## src/rtl/id_ex_stage_reg_pkg.sv

```systemverilog
// id_ex_stage_reg_pkg: RV32I opcode constants, the ID/EX bubble encoding and the control bundle
package id_ex_stage_reg_pkg;
  localparam logic [6:0] ARITHMETIC     = 7'b0110011;
  localparam logic [6:0] ARITHMETIC_IMM = 7'b0010011;
  localparam logic [6:0] LOAD           = 7'b0000011;
  localparam logic [6:0] STORE          = 7'b0100011;
  localparam logic [6:0] JAL            = 7'b1101111;
  localparam logic [6:0] JALR           = 7'b1100111;
  localparam logic [6:0] BRANCH         = 7'b1100011;
  localparam logic [6:0] ECALL          = 7'b1110011;
  localparam logic [31:0] NOP_INSTR     = 32'h0000_0013;
  typedef struct packed {
    logic       reg_write;
    logic       mem_read;
    logic       mem_write;
    logic       mem_to_reg;
    logic       alu_src;
    logic       is_halted;
    logic [1:0] alu_op;
  } ctrl_t;
endpackage

```

## src/rtl/id_ex_stage_reg_load_use_detector.sv

```systemverilog
// load_use_detector: flags an ID instruction that reads the destination of a load sitting in EX
module load_use_detector
  import id_ex_stage_reg_pkg::*;
(
  input  logic [31:0] instruction_if_id,
  input  logic [31:0] instruction_id_ex,
  input  logic        mem_read_id_ex,
  input  logic        valid_id_ex,
  output logic        hazard
);
  logic [6:0] op;
  logic [4:0] rd_ex;
  logic       rs1_used;
  logic       rs2_used;
  always_comb begin
    op       = instruction_if_id[6:0];
    rd_ex    = instruction_id_ex[11:7];
    rs1_used = op inside {ARITHMETIC, ARITHMETIC_IMM, LOAD, STORE, JALR, BRANCH};
    rs2_used = op inside {ARITHMETIC, STORE, BRANCH};
    hazard   = mem_read_id_ex && valid_id_ex && rd_ex != 5'd0 &&
               ((rs1_used && instruction_if_id[19:15] == rd_ex) ||
                (rs2_used && instruction_if_id[24:20] == rd_ex));
  end
endmodule

```

## src/rtl/id_ex_stage_reg.sv

```systemverilog
// id_ex_stage_reg: ID/EX pipeline register with load-use stall and bubble insertion
// ID_EX_PERF_COUNT_EN enables the saturating load-use bubble counter.
module id_ex_stage_reg
  import id_ex_stage_reg_pkg::*;
#(
  parameter int XLEN = 32
) (
  input  logic            clk,
  input  logic            reset_n,
  input  logic [31:0]     instruction_if_id,
  input  logic [XLEN-1:0] pc_if_id,
  input  logic [XLEN-1:0] rs1_data_id,
  input  logic [XLEN-1:0] rs2_data_id,
  input  logic [XLEN-1:0] imm_id,
  input  logic            reg_write_id,
  input  logic            mem_read_id,
  input  logic            mem_write_id,
  input  logic            mem_to_reg_id,
  input  logic            alu_src_id,
  input  logic            is_halted_id,
  input  logic [1:0]      alu_op_id,
  input  logic            flush,
  output logic [31:0]     instruction_id_ex,
  output logic [XLEN-1:0] pc_id_ex,
  output logic [XLEN-1:0] rs1_data_id_ex,
  output logic [XLEN-1:0] rs2_data_id_ex,
  output logic [XLEN-1:0] imm_id_ex,
  output logic            reg_write_id_ex,
  output logic            mem_read_id_ex,
  output logic            mem_write_id_ex,
  output logic            mem_to_reg_id_ex,
  output logic            alu_src_id_ex,
  output logic            is_halted_id_ex,
  output logic [1:0]      alu_op_id_ex,
  output logic            valid_id_ex,
  output logic            stall,
  output logic [31:0]     bubble_count
);
  logic [31:0]     instr_q, instr_d;
  logic [XLEN-1:0] pc_q, rs1_q, rs2_q, imm_q;
  ctrl_t           ctrl_q, ctrl_d;
  logic            valid_q, valid_d;
  logic            hazard;
  logic            bubble;
  load_use_detector u_det (
    .instruction_if_id (instruction_if_id),
    .instruction_id_ex (instr_q),
    .mem_read_id_ex    (ctrl_q.mem_read),
    .valid_id_ex       (valid_q),
    .hazard            (hazard)
  );
  always_comb begin
    bubble  = flush | hazard;
    stall   = hazard & ~flush;
    instr_d = bubble ? NOP_INSTR : instruction_if_id;
    ctrl_d  = bubble ? '0 : ctrl_t'{reg_write_id, mem_read_id, mem_write_id,
                                    mem_to_reg_id, alu_src_id, is_halted_id, alu_op_id};
    valid_d = ~bubble;
  end
  always_ff @(posedge clk) begin
    if (!reset_n) begin
      instr_q <= NOP_INSTR;
      pc_q    <= '0;
      rs1_q   <= '0;
      rs2_q   <= '0;
      imm_q   <= '0;
      ctrl_q  <= '0;
      valid_q <= 1'b0;
    end else begin
      instr_q <= instr_d;
      pc_q    <= pc_if_id;
      rs1_q   <= rs1_data_id;
      rs2_q   <= rs2_data_id;
      imm_q   <= imm_id;
      ctrl_q  <= ctrl_d;
      valid_q <= valid_d;
    end
  end
`ifdef ID_EX_PERF_COUNT_EN
  logic [31:0] bubble_count_q;
  always_ff @(posedge clk) begin
    if (!reset_n) bubble_count_q <= '0;
    else if (stall && bubble_count_q != 32'hFFFF_FFFF) bubble_count_q <= bubble_count_q + 32'd1;
  end
  assign bubble_count = bubble_count_q;
`else
  assign bubble_count = '0;
`endif
  assign instruction_id_ex = instr_q;
  assign pc_id_ex          = pc_q;
  assign rs1_data_id_ex    = rs1_q;
  assign rs2_data_id_ex    = rs2_q;
  assign imm_id_ex         = imm_q;
  assign reg_write_id_ex   = ctrl_q.reg_write;
  assign mem_read_id_ex    = ctrl_q.mem_read;
  assign mem_write_id_ex   = ctrl_q.mem_write;
  assign mem_to_reg_id_ex  = ctrl_q.mem_to_reg;
  assign alu_src_id_ex     = ctrl_q.alu_src;
  assign is_halted_id_ex   = ctrl_q.is_halted;
  assign alu_op_id_ex      = ctrl_q.alu_op;
  assign valid_id_ex       = valid_q;
endmodule

```

## config.mk

```make
export PLATFORM = sky130hd
export DESIGN_NAME = id_ex_stage_reg
export DESIGN_NICKNAME = d
export VERILOG_FILES = /design/src/rtl/id_ex_stage_reg_pkg.sv /design/src/rtl/id_ex_stage_reg_load_use_detector.sv /design/src/rtl/id_ex_stage_reg.sv
export SDC_FILE = /design/constraint.sdc
export NUM_CORES = 1
export LEC_CHECK = 0
export CELL_PAD_IN_SITES_DETAIL_PLACEMENT = 1
export CELL_PAD_IN_SITES_GLOBAL_PLACEMENT = 1
export CORE_ASPECT_RATIO = 0.5
export CORE_MARGIN = 2
export CORE_UTILIZATION = 22
export CTS_CLUSTER_DIAMETER = 60
export CTS_CLUSTER_SIZE = 12
export DETAILED_ROUTE_END_ITERATION = 7
export PLACE_DENSITY_LB_ADDON = 0.1
export SLEW_MARGIN = 20
export SYNTH_ARGS = -nofsm -noshare
export SYNTH_HDL_FRONTEND = slang
export SYNTH_SLANG_ARGS = --single-unit
```

## constraint.sdc

```tcl
create_clock -name clk -period 1.6 [get_ports clk]
set_input_delay 0.24 -clock clk [delete_from_list [all_inputs] [get_ports clk]]
set_output_delay 0.24 -clock clk [all_outputs]
set_load 0.005 [all_outputs]
```

==> results of run 1 <==
registers in the layout, indices dropped and copies added (netlist names):
signal             cells
imm_id_ex             32
mem_read_id_ex         1
reg_write_id_ex        1
pc_id_ex              32
instruction_id_ex     32
mem_write_id_ex        1
alu_op_id_ex           2
mem_to_reg_id_ex       1
valid_id_ex            1
rs1_data_id_ex        32
rs2_data_id_ex        32
is_halted_id_ex        1
alu_src_id_ex          1
critical path, cell delays in order, from the launching register on:
cell	delay [ns]
dfxtp_2	0.33
xor2_1	0.16
or3_4	0.38
or3_4	0.37
a211oi_2	0.23
buf_2	0.15
stage by stage:
step | hold WS [ns] | cell area, um2 | setup TNS, ns
after floorplan | 0.341 | 5310 | -3.51
after global placement | 0.794 | 8890 | -27.55
after detailed placement | 0.797 | 8890 | -28.03
after CTS | 0.326 | 9820 | -16.75
after global routing | 0.347 | 9920 | -18.99
final | 0.343 | 9920 | -16.75
layer usage:
metal	track usage [%]	vias up	share of wire (%)
met5	0	-	0
met4	4.61	0	1.2
met3	5.50	15	5.3
met2	27.3	129	55
met1	15.9	1973	39
li1	-	1993	-
cell type report:
cell class	count	area [um2]	share of cell area, %
Clock buffer	20	467	4.70
Sequential cell	169	3400	34.3
Clock inverter	11	145	1.46
Timing Repair Buffer	374	3840	38.7
Tap cell	307	384	3.87
Multi-Input combinational cell	228	1680	16.9
Inverter	1	3.75	0.0378
how the worst max path moves through the flow:
stage,start,end,slack (ns)
2_1_floorplan,instruction_id_ex[9]$_SDFF_PP0_,instruction_id_ex[4]$_SDFF_PP1_,-0.17
3_3_place_gp,instruction_if_id[3],stall,-1.12
3_5_place_dp,instruction_if_id[3],stall,-1.13
4_1_cts,instruction_id_ex[8]$_SDFF_PP0_,stall,-0.73
5_1_grt,instruction_id_ex[10]$_SDFF_PP0_,stall,-0.76
6_report,instruction_id_ex[10]$_SDFF_PP0_,stall,-0.69
cells in the final DEF (no fill, tap or decap), types with 2 or more instances in the layout:
| cell | Yosys | layout |
|---|---|---|
| conb_1 | 1 | 32 |
| buf_2 | 1 | 2 |
| dlymetal6s2s_1 | 0 | 2 |
| clkinv_4 | 0 | 3 |
| dfxtp_1 | 169 | 162 |
| clkinv_2 | 0 | 4 |
| dlygate4sd2_1 | 0 | 8 |
| bufinv_16 | 0 | 3 |
| clkdlybuf4s50_1 | 0 | 328 |
| or3_4 | 0 | 2 |
| clkbuf_8 | 0 | 3 |
| buf_6 | 6 | 14 |
| or4_4 | 1 | 2 |
| and2_1 | 129 | 129 |
| buf_16 | 0 | 2 |
| buf_12 | 0 | 4 |
| buf_4 | 32 | 9 |
| nand2b_1 | 2 | 2 |
| xor2_1 | 5 | 5 |
| buf_8 | 0 | 3 |
| dfxtp_4 | 0 | 5 |
| xnor2_1 | 5 | 4 |
| dfxtp_2 | 0 | 2 |
| nor3b_2 | 18 | 35 |
| clkbuf_16 | 0 | 19 |
where the power goes:
part | switching, uW | total, uW | internal, uW
registers | 60.2 | 4480 | 4420
clock network | 1720 | 4290 | 2570
logic | 357 | 1240 | 888
logic make-up (layout without fill, tap and decap cells):
family / after synthesis / count (layout)
flip-flops: 169 / 169
AO/OA/AOI/OAI: 4 / 4
buffers and inverters: 54 / 406
XOR/XNOR: 10 / 10
AND/OR/NAND/NOR: 182 / 182
other: 1 / 32
what timing repair did:
item	in CTS	in global routing
pin swaps	15	10
resized for setup	61	14
setup buffers	7	3
hold buffers	0	0
cloned	5	2
endpoints found under the setup margin	47	41
==> results.txt, run 1 <==
Status: finished with violations
Failing checks: setup timing
Synth Flop Type: dfxtp_1
Worst EP required: 1.36 ns
Post-synth EDFFs: 0
Finished Layout Cells: 1110
Post-synth ARST share: 0%
Yosys warns: 0
Synth Area in XOR/XNOR: 1.69%
Num CTS Buffers: 17
Min cycle time layout: 2.29 ns
Min-Delay Endpoint: rs2_data_id_ex[28]$_SDFF_PN0_
Post-synthesis mux area share: 0%
Antenna Nets Post-Route: 0
Die height: 112 um
Placed Cells: 1062
CTS tree: built
Core Region: 22900 um2
Maximum vdd drop: 0.479 mV
Nets: 962
First-pass GRT wire length: 27000 um
N_diodes: 0
Pwr Density: 1010 nW/um2
CP Launch Type: flop
Final hold violations: 0
DRC Markers: 0
FMAX: 0.436 GHz
Clock transition at path regs: 0.06 ns
Sequential element share of the synthesized area: 65.3%
Worst R2R Start: instruction_id_ex[9]$_SDFF_PP0_
Hold path startpoint: reset_n
GRT Overall Usage: 14.9%
Die Width: 221 um
Area growth, synth to finish: 91.7%
Total power draw: 10000 uW
Largest cells by area after synthesis: dfxtp_1, and2_1, buf_4
Simple-gate share of the synthesized area: 24.8%
Total wire length: 18300 um
Most common library cells after synthesis: dfxtp_1, and2_1, buf_4
Fill count: 2474
Overflow after GRT: 0
Leak: 0.00396 uW
Vias: 4110
Syn avg cell area: 12.3 um2
Final Worst Setup Slack: -0.693 ns
Max-capacitance violation count: 0
Vias in the first global route: 4320
Largest net degree at the start of global routing: 129
Synth cell types: 28
Compound-Gate Fraction of Synth Area: 0.942%
Synth top area share: 65.3%
Root Buffer Master: clkbuf_16
Most common cell in the netlist: dfxtp_1
Leading area contributor after synthesis: dfxtp_1
Cell area after synthesis: 5180 um2
Place WS: -1.13 ns
R2R setup slack: -0.58 ns
Setup Crit Path Kind: flop to output port
Clock sinks: 169
Final Util: 43.3%
Io pins: 373
# rows: 39
Synth Register Bits: 169
Adder-Cell Fraction of Synth Area: 0%
Routability Congestion: 0.748
Final Setup Violations: 39
Routed WL per cell: 16.5 um
R2R cell count: 8
Clock buffer depth: 2
Vias/cell: 3.70
Largest family of logic cells by synthesized area: simple AND/OR/NAND/NOR gates
Layout cells sized above 1: 15.2%
Detailed placer's ending HPWL: 13400 um
Insertion delay to the later sink of the worst-skew pair: 0.43 ns
Max Slew Vio Count: 0
Hold depth: 3
RSZ-0062 raised after global routing: yes
Crit. End Element: output port
Initial antenna violation count: 0
Starting density of the core: 22.6%
R2R Path End: instruction_id_ex[4]$_SDFF_PP1_
Die area: 24900 um2
Drt first pass iters: 4
Min-delay worst type: input pin to flop
Initial DRC count: 120
Post-Syn Instances: 420
Peak fanout along the critical path: 2
Htree depth: 4
Tcrit/Tclk final: 143%
Arrival time at the worst endpoint: 2.05 ns
Final Skew: 0.00389 ns
# port buffers: 340
No activity file was read; power rests on OpenSTA's default activity.
==> run 2: changes to the inputs <==
--- a/config.mk
+++ b/config.mk
@@ -8,7 +8,7 @@
 export CELL_PAD_IN_SITES_DETAIL_PLACEMENT = 1
 export CELL_PAD_IN_SITES_GLOBAL_PLACEMENT = 1
 export CORE_ASPECT_RATIO = 0.5
-export CORE_MARGIN = 2
+export CORE_MARGIN = 3
 export CORE_UTILIZATION = 22
 export CTS_CLUSTER_DIAMETER = 60
 export CTS_CLUSTER_SIZE = 12
==> constraint.sdc (replaced) <==
create_clock -name clk -period 1.6 [get_ports clk]
set_input_delay 0.24 -clock clk [delete_from_list [all_inputs] [get_ports clk]]
set_output_delay 0.24 -clock clk [all_outputs]
set_load 0.02 [all_outputs]
==> run 2 against run 1 <==
Via count decreased by 0.68%. Largest cell class unchanged. Maximum frequency decreased by 0.50%. Sequential share of layout area increased by 0.82 points. Critical path depth unchanged. Hold slack got worse by 0.16 ns. Core utilization decreased by 0.056 points. Die area increased by 2.7%. Critical endpoint unchanged. First-iteration DRC count increased by 6.7%. Clock power decreased by 3%. Non-clock buffer count decreased by 3. Power increased by 0.33%. Final cell count decreased by 0.90%. Largest power group unchanged. The flow still finishes with violations (setup timing).
==> results.txt, run 2 (synthesis gave the netlist of run 1 again) <==
Fin Hold WS: 0.181 ns (-0.162 ns)
Max Slew Vio Count: 0 (unchanged)
Hold Buf Count CTS: 0 (unchanged)
Tcrit/Tclk final: 144% (+0.72 points)
Failing checks: setup timing
Min-delay worst type: input pin to flop
Clock sinks: 169 (unchanged)
Critical path cell sequence: xor2_1 > or4_4 > or2_4 > a211oi_4 > buf_6
Final Setup Violations: 39 (unchanged)
Commonest non-fill, non-tap cell in the layout: clkdlybuf4s50_1
First-pass GRT wire length: 27200 um (+0.79%)
Placed Cells: 1056 (-0.56%)
Total wire length: 19200 um (+4.4%)
Maximum vdd drop: 0.544 mV (+13%)
Setup TNS: -18.97 ns (-2.22 ns)
CP peak stage delay: 0.52 ns (+0.14 ns)
Clock transition at path regs: 0.07 ns (about the same)
RSZ-0062 raised after global routing: yes
Leak: 0.00462 uW (+17%)
Met1 wire length: 7430 um (+5.0%)
Slowest-stage cell, CP: or4_4
Pwr Density: 1040 nW/um2 (+2.9%)
Largest net degree at the start of global routing: 128 (-0.78%)
CP Launch Type: flop
Drt first pass iters: 6 (+2)
Initial antenna violation count: 0 (unchanged)
Place WS: -1.22 ns (-0.0988 ns)
# port buffers: 340 (unchanged)
Insertion delay to the later sink of the worst-skew pair: 0.42 ns (about the same)
N_diodes: 0 (unchanged)
Die height: 114 um (+1.8%)
Status: finished with violations
Peak fanout along the critical path: 2 (unchanged)
Root Buffer Master: clkbuf_16
Overflow after GRT: 0 (unchanged)
Final Util: 43.2% (-0.056 points)
Most frequent cells in the layout: clkdlybuf4s50_1, dfxtp_1, dlygate4sd2_1
Layout cells sized above 1: 14.2% (-0.94 points)
Vias/cell: 3.71 (+0.22%)
FMAX: 0.434 GHz (-0.50%)
Core Region: 22400 um2 (-2.4%)
Initial DRC count: 128 (+6.7%)
Detailed placer's ending HPWL: 14200 um (+6.5%)
Final hold violations: 0 (unchanged)
Vias in the first global route: 4251 (-1.6%)
Uppermost layer routed: met4
Routability Congestion: 0.708 (-5.4%)
Clock buffer depth: 2 (unchanged)
Final Worst Setup Slack: -0.704 ns (-0.0115 ns)
GRT Overall Usage: 14.4% (-0.43 points)
DRC Markers: 0 (unchanged)
Finished Layout Cells: 1100 (-0.90%)
Crit. End Element: output port
# rows: 38 (-2.6%)
Io pins: 373 (unchanged)
Min cycle time layout: 2.30 ns (+0.0115 ns)
Worst EP required: 1.36 ns (about the same)
Arrival time at the worst endpoint: 2.06 ns (about the same)
Area growth, synth to finish: 86.9%
Setup Crit Path Kind: flop to output port
Max-capacitance violation count: 0 (unchanged)
Starting density of the core: 23.1% (+0.54 points)
Met3 routed WL: 880 um (-9.0%)
CTS tree: built
Met2 WL: 10500 um (+4.5%)
Die area: 25500 um2 (+2.7%)
Routed WL per cell: 17.4 um (+5.4%)
Vias: 4082 (-0.68%)
Die Width: 223 um (+0.91%)
Antenna Nets Post-Route: 0 (unchanged)
Htree depth: 4 (unchanged)
Nets: 959 (-0.31%)
Num CTS Buffers: 17 (unchanged)
Final Skew: 0.00680 ns (+0.00291 ns)
-- run 2: changes by cell type in the layout (fill, tap and decap cells not counted), moves of 3 or more --
cell             before  now
buf_4                 9   17
buf_6                14    7
clkdlybuf4s50_1     328  169
clkinv_2              4    1
clkinvlp_4            0    3
dlygate4sd2_1         8  147
dlymetal6s2s_1        2   22
-- run 2: area by class of cell --
class / instances / area, um2
fill: 2436 / 12700
timing repair buffer: 371 / 3630
sequential: 169 / 3400
multi-input combinational: 228 / 1680
clock buffer: 19 / 443
tap: 300 / 375
clock inverter: 12 / 143
inverter: 1 / 3.75
-- run 2: timing repair --
item / in CTS / in global routing
gates cloned: 2 / 1
pin swaps: 4 / 5
endpoints found under the setup margin: 186 / 61
gates resized for setup: 175 / 34
hold endpoints to repair: 0 / 0
buffers inserted: 7 / 4
-- run 2: routing by layer --
metal	up-vias	global-route usage, %
met1	1951	15.9
met5	-	0
li1	1990	-
met2	124	26.8
met3	17	4.18
met4	0	4.74
-- run 2: metrics by stage --
step,cell area [um2],total power [uW]
2_1_floorplan,5340,5200
3_3_place_gp,8930,6080
3_5_place_dp,8930,6090
4_1_cts,9550,10200
5_1_grt,9680,10500
6_report,9680,10000
-- run 2: path summary, 6_finish.rpt --
kind | end | cells after the start | slack [ns] | startpoint
hold reg to reg | valid_id_ex$_SDFF_PN0_ | 5 | 0.96 | valid_id_ex$_SDFF_PN0_
setup / recovery | stall | 5 | -0.70 | instruction_id_ex[11]$_SDFF_PP0_
hold / removal | rs2_data_id_ex[15]$_SDFF_PN0_ | 3 | 0.18 | reset_n
setup reg to reg | mem_to_reg_id_ex$_SDFF_PP0_ | 8 | -0.51 | instruction_id_ex[11]$_SDFF_PP0_
-- run 2: worst max-delay path, delay by kind of cell (launching register included) --
| kind | cells | cell delay [ns] |
|---|---|---|
| AO/OA/AOI/OAI | 1 | 0.21 |
| buffers and inverters | 1 | 0.15 |
| AND/OR/NAND/NOR | 2 | 0.77 |
| XOR/XNOR | 1 | 0.16 |
| flip-flops | 1 | 0.36 |
-- run 2: report_power, final --
part | switching, uW | internal (uW) | total, uW
registers | 48.7 | 4410 | 4460
logic | 663 | 767 | 1430
clock network | 1800 | 2360 | 4150
==> run 3: changes to the inputs <==
--- a/config.mk
+++ b/config.mk
@@ -9,11 +9,12 @@
 export CELL_PAD_IN_SITES_GLOBAL_PLACEMENT = 1
 export CORE_ASPECT_RATIO = 0.5
 export CORE_MARGIN = 3
-export CORE_UTILIZATION = 22
+export CORE_UTILIZATION = 25
 export CTS_CLUSTER_DIAMETER = 60
 export CTS_CLUSTER_SIZE = 12
 export DETAILED_ROUTE_END_ITERATION = 7
 export PLACE_DENSITY_LB_ADDON = 0.1
+export SETUP_SLACK_MARGIN = 0.4
 export SLEW_MARGIN = 20
 export SYNTH_ARGS = -nofsm -noshare
 export SYNTH_HDL_FRONTEND = slang
==> constraint.sdc (replaced) <==
create_clock -name clk -period 2.2 [get_ports clk]
set_input_delay 0.33 -clock clk [delete_from_list [all_inputs] [get_ports clk]]
set_output_delay 0.33 -clock clk [all_outputs]
set_load 0.02 [all_outputs]
==> run 3 against run 2 <==
The run still ends with setup timing left. Clock skew is 0.0019 ns lower. First-iteration DRC count down 27%. Global-route usage rose by 2.0 points. Final cell count down 2.7%. Largest cell class unchanged. Highest routed layer unchanged.
==> results.txt, run 3 (synthesis gave the netlist of run 1 again) <==
Die height: 108 um (-5.9%)
Crit. End Element: output port
First-pass GRT wire length: 27400 um (+0.61%)
GRT Overall Usage: 16.4% (+2.0 points)
Layout cells sized above 1: 14.2% (-0.071 points)
Detailed placer's ending HPWL: 13800 um (-3.2%)
Clock sinks: 169 (unchanged)
Status: finished with violations
CP Launch Point: instruction_id_ex[11]$_SDFF_PP0_
Final Setup Violations: 1 (-97%)
Failing checks: setup timing
# port buffers: 340 (unchanged)
Insertion delay to the later sink of the worst-skew pair: 0.43 ns (about the same)
Min cycle time layout: 2.42 ns
Leak: 0.00391 uW (-15%)
Max-capacitance violation count: 0 (unchanged)
Worst EP required: 1.87 ns (+0.51 ns)
Overflow after GRT: 0 (unchanged)
N_diodes: 0 (unchanged)
Arrival time at the worst endpoint: 2.09 ns (+0.03 ns)
Routability Congestion: 0.728 (+2.8%)
Vias: 4138 (+1.4%)
Total wire length: 18800 um (-1.9%)
R2R cell count: 9 (+1)
Final Worst Setup Slack: -0.223 ns (+0.481 ns)
Commonest non-fill, non-tap cell in the layout: clkdlybuf4s50_1
R2R setup slack: 0.04 ns (+0.55 ns)
Vias in the first global route: 4410 (+3.7%)
End of the critical path: stall
Peak fanout along the critical path: 3 (+1)
Initial DRC count: 93 (-27%)
Area growth, synth to finish: 90.6%
FMAX: 0.413 GHz
Die area: 22600 um2 (-12%)
CTS tree: built
Clock transition at path regs: 0.06 ns (about the same)
Hold path startpoint: reset_n
CP Launch Type: flop
Antenna Nets Post-Route: 0 (unchanged)
Final Skew: 0.00492 ns (-0.00188 ns)
# rows: 36 (-5.3%)
Die Width: 210 um (-6.0%)
Drt first pass iters: 4 (-2)
Finished Layout Cells: 1070 (-2.7%)
Core Region: 19900 um2 (-11%)
Htree depth: 4 (unchanged)
DRC Markers: 0 (unchanged)
Most frequent cells in the layout: clkdlybuf4s50_1, dfxtp_1, and2_1
Num CTS Buffers: 17 (unchanged)
Setup Crit Path Kind: flop to output port
Pwr Density: 736 nW/um2 (-29%)
Final hold violations: 0 (unchanged)
Hold Buf Count CTS: 0 (unchanged)
Fill count: 2077 (-15%)
Largest net degree at the start of global routing: 129 (+0.78%)
Initial antenna violation count: 0 (unchanged)
Worst R2R Start: instruction_id_ex[9]$_SDFF_PP0_
Max Slew Vio Count: 0 (unchanged)
R2R Path End: instruction_id_ex[4]$_SDFF_PP1_
Placed Cells: 1020 (-3.4%)
Fin Hold WS: 0.434 ns (+0.253 ns)
Clock buffer depth: 2 (unchanged)
Tcrit/Tclk final: 110%
RSZ-0062 raised after global routing: yes
Min-delay worst type: input pin to flop
Nets: 962 (+0.31%)
Starting density of the core: 26.1% (+2.9 points)
Maximum vdd drop: 0.554 mV (+1.9%)
Io pins: 373 (unchanged)
Root Buffer Master: clkbuf_16
Vias/cell: 3.87 (+4.2%)
Routed WL per cell: 17.6 um (+0.82%)
-- run 3: how the worst min path moves through the flow --
stage,to,slack (ns),depth (start not counted)
after CTS,instruction_id_ex[1]$_SDFF_PP1_,0.41,4
after global placement,instruction_id_ex[1]$_SDFF_PP1_,0.87,4
after floorplan,instruction_id_ex[0]$_SDFF_PP1_,0.43,1
after detailed placement,instruction_id_ex[1]$_SDFF_PP1_,0.87,4
after global routing,instruction_id_ex[8]$_SDFF_PP0_,0.44,2
final,instruction_id_ex[1]$_SDFF_PP1_,0.43,4
-- run 3: final cells by class --
type | instances | area (um2) | area share [%]
flip-flops and latches | 169 | 3400 | 34.4
multi-input cells | 228 | 1710 | 17.3
clock buffers | 26 | 489 | 4.96
repair buffers | 374 | 3870 | 39.2
well taps | 266 | 333 | 3.37
clock inverters | 6 | 63.8 | 0.647
inverters | 1 | 3.75 | 0.0380
-- run 3: metrics by stage --
step                      utilization (%)  worst slack (ns)  setup TNS [ns]  cell area [um2]  total power (uW)
after floorplan                         -             0.262               0             5320              3780
after global placement               44.6            -0.766           -5.94             8860              4400
after detailed placement             44.6            -0.783           -6.71             8860              4420
after CTS                            49.2            -0.265          -0.281             9760              7360
after global routing                 49.7            -0.313          -0.345             9870              7580
final                                49.7            -0.223          -0.223             9870              7260
-- run 3: layer usage --
metal	GRT usage, %	vias to the layer above	routed length (um)
met5	0	-	0
met2	30.7	143	10400
met3	5.53	18	1080
met4	5.58	0	240
met1	17.5	1983	7090
li1	-	1994	-
-- run 3: what timing repair did --
item	CTS	global route
gates resized for setup	53	12
pin swaps	16	15
gates cloned	5	1
endpoints found under the setup margin	46	40
buffers inserted	10	2
-- run 3: where the power goes --
group          leakage (uW)  internal [uW]  switching [uW]
registers           0.00141           3210            44.0
logic               0.00223            659             479
clock network      0.000273           1650            1210
total               0.00391           5520            1740
-- run 3: critical path, cell delays in order, from the launching register on --
cell,delay [ns]
dfxtp_4,0.36
xor2_1,0.16
or4_4,0.53
or2_4,0.25
a211oi_4,0.21
buf_6,0.15
